**config.mk**
```make
export PLATFORM = sky130hd
export DESIGN_NAME = rr_arb8
export DESIGN_NICKNAME = d
export VERILOG_FILES = /design/src/rtl/arb_pkg.sv /design/src/rtl/dec3x8.sv /design/src/rtl/rr_arb8.sv
export SDC_FILE = /design/constraint.sdc
export NUM_CORES = 1
export LEC_CHECK = 0
export ABC_AREA = 1
export BUFFER_PORTS_ARGS = -buffer_cell sky130_fd_sc_hd__buf_2
export CAP_MARGIN = 20
export CORE_MARGIN = 2
export CORE_UTILIZATION = 35
export CTS_CLUSTER_SIZE = 24
export DETAILED_ROUTE_END_ITERATION = 8
export PLACE_DENSITY = 0.67
export SETUP_SLACK_MARGIN = 0.4
export SYNTH_ARGS = -nofsm -noshare
export SYNTH_HDL_FRONTEND = slang
export SYNTH_SLANG_ARGS = --single-unit
```
**constraint.sdc**
```tcl
create_clock -name clk -period 4.3 [get_ports clk]
set_input_delay 0.86 -clock clk [delete_from_list [all_inputs] [get_ports clk]]
set_output_delay 0.86 -clock clk [all_outputs]
set_load 0.02 [all_outputs]
```
**src/rtl/arb_pkg.sv**
```systemverilog
// Shared constants and state type for the round-robin arbiter family.
package arb_pkg;

    localparam int unsigned N_REQ = 8;
    localparam int unsigned IDX_W = 3;

    typedef enum logic {
        IDLE,
        GRANT
    } state_e;

endpackage

```
**src/rtl/dec3x8.sv**
```systemverilog
// 3-to-8 one-hot decoder.
module dec3x8 (
    input  logic [2:0] A,
    output logic [7:0] Y
);

    // Shift a single one into the selected position.
    always_comb begin
        Y = 8'b0000_0001 << A;
    end

endmodule

```
**src/rtl/rr_arb8.sv**
```systemverilog
// Eight-requester round-robin arbiter with a hold timer that revokes long grants.
module rr_arb8
    import arb_pkg::*;
#(
    parameter int unsigned HOLD_MAX = 15
) (
    input  logic             clk,
    input  logic             rst_n,
    input  logic [7:0]       req,
    input  logic             done,
    output logic [7:0]       grant,
    output logic [2:0]       grant_idx,
    output logic             grant_valid,
    output logic             timeout
);

    // HOLD_MAX = 0 disables the timer; keep a 1-bit counter so the width stays legal.
    localparam int unsigned CNT_W = (HOLD_MAX == 0) ? 1 : $clog2(HOLD_MAX + 1);
    localparam logic [CNT_W-1:0] HOLD_LAST = CNT_W'((HOLD_MAX == 0) ? 0 : HOLD_MAX - 1);

    state_e             state_q, state_d;
    logic [IDX_W-1:0]   ptr_q, ptr_d;
    logic [IDX_W-1:0]   idx_q, idx_d;
    logic               valid_q, valid_d;
    logic               timeout_q, timeout_d;
    logic [CNT_W-1:0]   hold_cnt_q, hold_cnt_d;

    logic [IDX_W-1:0]   pick;
    logic               hold_limit;
    logic               owner_drop;
    logic [N_REQ-1:0]   dec_y;

    // First set request at or above p, wrapping modulo N_REQ, via a doubled vector.
    function automatic logic [IDX_W-1:0] rr_pick(input logic [N_REQ-1:0] r,
                                                 input logic [IDX_W-1:0] p);
        logic [2*N_REQ-1:0] dbl;
        logic [N_REQ-1:0]   win;
        logic [IDX_W-1:0]   off;
        dbl = {r, r};
        win = N_REQ'(dbl >> p);
        off = '0;
        for (int i = N_REQ - 1; i >= 0; i--) begin
            if (win[i]) begin
                off = IDX_W'(i);
            end
        end
        return p + off;
    endfunction

    // Next-state logic: select in IDLE, release or count in GRANT.
    always_comb begin
        state_d    = state_q;
        ptr_d      = ptr_q;
        idx_d      = idx_q;
        valid_d    = valid_q;
        hold_cnt_d = hold_cnt_q;
        timeout_d  = 1'b0;

        pick       = rr_pick(req, ptr_q);
        hold_limit = (HOLD_MAX != 0) && (hold_cnt_q == HOLD_LAST);
        owner_drop = !req[idx_q];

        case (state_q)
            IDLE: begin
                if (req != '0) begin
                    idx_d      = pick;
                    valid_d    = 1'b1;
                    hold_cnt_d = '0;
                    state_d    = GRANT;
                end
            end
            GRANT: begin
                if (done || owner_drop || hold_limit) begin
                    valid_d    = 1'b0;
                    ptr_d      = idx_q + IDX_W'(1);
                    hold_cnt_d = '0;
                    state_d    = IDLE;
                    // Only flag a timeout when the timer alone ended the grant.
                    timeout_d  = hold_limit && !done && !owner_drop;
                end else if (HOLD_MAX != 0) begin
                    hold_cnt_d = hold_cnt_q + CNT_W'(1);
                end
            end
            default: begin
                state_d = IDLE;
                valid_d = 1'b0;
            end
        endcase
    end

    // State registers with synchronous active-low reset.
    always_ff @(posedge clk) begin
        if (!rst_n) begin
            state_q    <= IDLE;
            ptr_q      <= '0;
            idx_q      <= '0;
            valid_q    <= 1'b0;
            timeout_q  <= 1'b0;
            hold_cnt_q <= '0;
        end else begin
            state_q    <= state_d;
            ptr_q      <= ptr_d;
            idx_q      <= idx_d;
            valid_q    <= valid_d;
            timeout_q  <= timeout_d;
            hold_cnt_q <= hold_cnt_d;
        end
    end

    dec3x8 u_dec (
        .A (idx_q),
        .Y (dec_y)
    );

    // One-hot grant gated by the registered valid flag.
    always_comb begin
        grant = dec_y & {N_REQ{valid_q}};
    end

    assign grant_idx   = idx_q;
    assign grant_valid = valid_q;
    assign timeout     = timeout_q;

endmodule

```
==> impl_metrics.csv <==
group,metric,value,unit
status,status,"finished clean",
sta,rsz0062_at_grt,"false",
cells_and_area,finalNetCount,248,
floorplanning,rows,22,
route,viasPerCell,4.81,
setup_path,r2r_start,"ptr_q[0]",
clocking,post_cts_buffers,0,
sta,fin_hold_ws,0.495,ns
setup_path,crit_path_start_kind,"input pin",
cells_and_area,seqCellArea,260,sq um
global_routing,first_global_vias,1150,
clocking,clock_latency,0.23,ns
cells_and_area,multi_input_area,907,sq um
floorplanning,core_region_area,3610,sq um
route,drc,0,
route,postRouteAntennaNets,0,
clocking,cts_hold_buffers,0,
setup_path,cpMostUsedCell,"nand2_1",
power,p_leak,0.735,nW
synth,post_synth_num_cell_types,29,
route,first_iter_violations,112,
worst_hold_path,whs_path_depth,2,
placement,placed_cell_area,1430,sq um
setup_path,worst_setup_path_end_kind,"flop",
cells_and_area,syn_to_final_growth,14.4,%
setup_path,r2r-end,"grant_idx[2]",
cells_and_area,drive_gt1_frac,0.243,
sta,fmax,376,MHz
synth,synth_warnings,0,
placement,port_buffers,23,
sta,slew_headroom,0.679,
worst_hold_path,hold_end,"hold_cnt_q[3]",
route,num_vias,1318,
clocking,cts.sinks,13,
setup_path,crit_fanout,4,
sta,worstMarginPinSlew,0.481,ns
floorplanning,die_x,64.6,um
sta,fin_crit,2.66,ns
clocking,clock_path_buffers,2,
route,wire_per_inst,10.4,um
clocking,clk_pin_slew_worst_paths,0.05,ns
clocking,cts_tree,"done",
route,finalWirelength,2840,um
placement,dp_hpwl,2330,um
setup_path,cp_cell_sequence,"buf_2 -> nand2_1 -> nand3_1 -> nand3_1 -> nand2_1 -> inv_1 -> nand2_1 -> nand2_1 -> nand2_1 -> nand2_1 -> a21boi_1 -> ha_1 -> inv_1 -> fa_1 -> xor2_1 -> inv_1 -> nand3_1 -> nand2_1 -> a21oi_2",
setup_path,reg2reg_depth,18,
cells_and_area,antenna_cells,0,
cells_and_area,fin_area,1470,sq um
global_routing,antenna_found_initial,0,
sta,finalCritPeriodShare,0.618,
floorplanning,die_area,4170,sq um
synth,ys_ff_latch,13,
floorplanning,start_util,0.356,
clocking,cts.htree.levels,1,
sta,fin_tns_setup,0,ns
setup_path,crit_slowest_cell,"fa_1",
synth,postSynthAreaPerCell,6.33,sq um
setup_path,rrSetupSlack,1.70,ns
worst_hold_path,holdCritPathClass,"reg2reg",
cells_and_area,fillCellCount,413,
synth,yosysSeqAreaShare,0.203,
sta,final_hold_viol_count,0,
placement,place_congestion,0.802,
synth,syn_inst,203,
synth,synth_top_cell_by_area,"dfxtp_1",
setup_path,crit_arrival,2.78,ns
sta,clock_skew,0.00404,ns
synth,syn_nets,224,
clocking,cts_buffers,3,
floorplanning,fp.dieH,64.6,um
global_routing,gr-usage-all-layers,0.146,
power,ir_drop,0.153,mV
global_routing,grt_remaining_overflow,0,
global_routing,grt_start_max_net_pins,12,
clocking,ctsResizeCount,0,
setup_path,crit_type,"in2reg",
synth,synthTopCellsByArea,"dfxtp_1, nand2_1, nand3_1",
global_routing,grt_pass1_wl,4940,um
route,drt_first_pass_iters,4,
power,pwr_density_cell,362,nW/um^2
setup_path,cp_slowest_stage_delay,0.37,ns
clocking,root_buffer,"clkbuf_8",
setup_path,critPathRequiredTime,4.42,ns
worst_hold_path,hp-start,"hold_cnt_q[3]",
synth,synth_area,1280,sq um
floorplanning,ioPinCount,24,
synth,synth_top_area_frac,0.203,
sta,setup-violations-final,0,
sta,slew_viol_final,0,
run,max_cap_violations,0,
-- state kept, by name (all words and copies together), names as in the netlist --
register and flops:
hold_cnt_q 4, grant_idx 3, ptr_q 3, grant_valid 1
state_q 1, timeout 1
-- logic make-up after synthesis --
family | count (synthesis) | share of synthesized area
AO/OA/AOI/OAI | 22 | 0.0945
XOR/XNOR | 3 | 0.0205
adder cells (fa/ha/maj) | 10 | 0.103
AND/OR/NAND/NOR | 131 | 0.488
buffers and inverters | 24 | 0.0915
flip-flops | 13 | 0.203
-- synthesized netlist by cell type --
cell and instances:
nor2_2 2, nor3_1 1, buf_6 2, a21oi_1 10, a21oi_2 1, nor4_1 1
fa_1 1, xnor2_1 1, nand3_2 5, inv_4 1, buf_4 1, nand4_1 3
nand3_1 28, inv_6 1, o21bai_1 1, ha_1 9, a21boi_1 1, nor2_1 23
inv_1 16, nand2_2 15, nand2_1 51, inv_2 2, o21a_1 1, xor2_1 2
o21ai_1 4, nor2_4 2, dfxtp_1 13, o21ai_0 4, buf_2 1
-- per-layer routing --
layer	wire, um	part of all wire	vias to the layer above	global-route usage
li1	-	-	706	-
met3	93	0.033	2	0.0156
met1	1410	0.50	584	0.195
met5	0	0	-	0
met2	1320	0.46	26	0.249
met4	19	0.0067	0	0.0399
-- worst max-delay path by stage --
stage                 from            to  slack (ns)  cells past startpoint
CTS                 req[6]  grant_idx[2]        1.64                     19
detailed placement  req[6]  grant_idx[2]        1.39                     19
global route        req[6]  grant_idx[2]        1.39                     19
floorplan           req[2]  grant_idx[2]        1.74                     18
global placement    req[6]  grant_idx[2]        1.43                     19
finish              req[6]  grant_idx[2]        1.64                     19
-- cells in the final DEF, fill, tap and decap left out --
master,n
a21boi_1,1
a21oi_1,10
a21oi_2,1
buf_2,23
clkbuf_1,1
clkbuf_8,3
dfxtp_1,13
fa_1,1
ha_1,9
inv_1,16
inv_2,2
inv_4,1
inv_6,1
nand2_1,51
nand2_2,15
nand3_1,28
nand3_2,5
nand4_1,3
nor2_1,23
nor2_2,2
nor2_4,2
nor3_1,1
nor4_1,1
o21a_1,1
o21ai_0,4
o21ai_1,4
o21bai_1,1
xnor2_1,1
xor2_1,2
-- critical path, delay by kind of cell --
| family | cells | cell delay, ns |
|---|---|---|
| XOR/XNOR | 1 | 0.16 |
| AO/OA/AOI/OAI | 2 | 0.17 |
| adder cells (fa/ha/maj) | 2 | 0.53 |
| buffers and inverters | 4 | 0.29 |
| AND/OR/NAND/NOR | 10 | 0.76 |
-- where the power goes --
group	switching (mW)	total [mW]	leakage (nW)	internal, mW
combinational	0.166	0.260	0.606	0.0933
sequential	0.0342	0.168	0.107	0.134
clock	0.0397	0.105	0.0228	0.0652
-- metrics by stage --
step                setup slack, ns  power (mW)  utilization  std cells
finish                         1.64       0.533        0.408        274
global route                   1.39       0.589        0.408        274
CTS                            1.64       0.540        0.408        274
detailed placement             1.39       0.432        0.395        270
global placement               1.43       0.432        0.395        270
floorplan                      1.74       0.375            -        203
-- layout make-up --
| cell class | instances | area share |
|---|---|---|
| clock buffer | 4 | 0.0306 |
| sequential | 13 | 0.177 |
| inverter | 20 | 0.0562 |
| timing repair buffer | 23 | 0.0783 |
| tap | 48 | 0.0409 |
| multi-input combinational | 166 | 0.617 |
(Power assumes the default switching activity.)
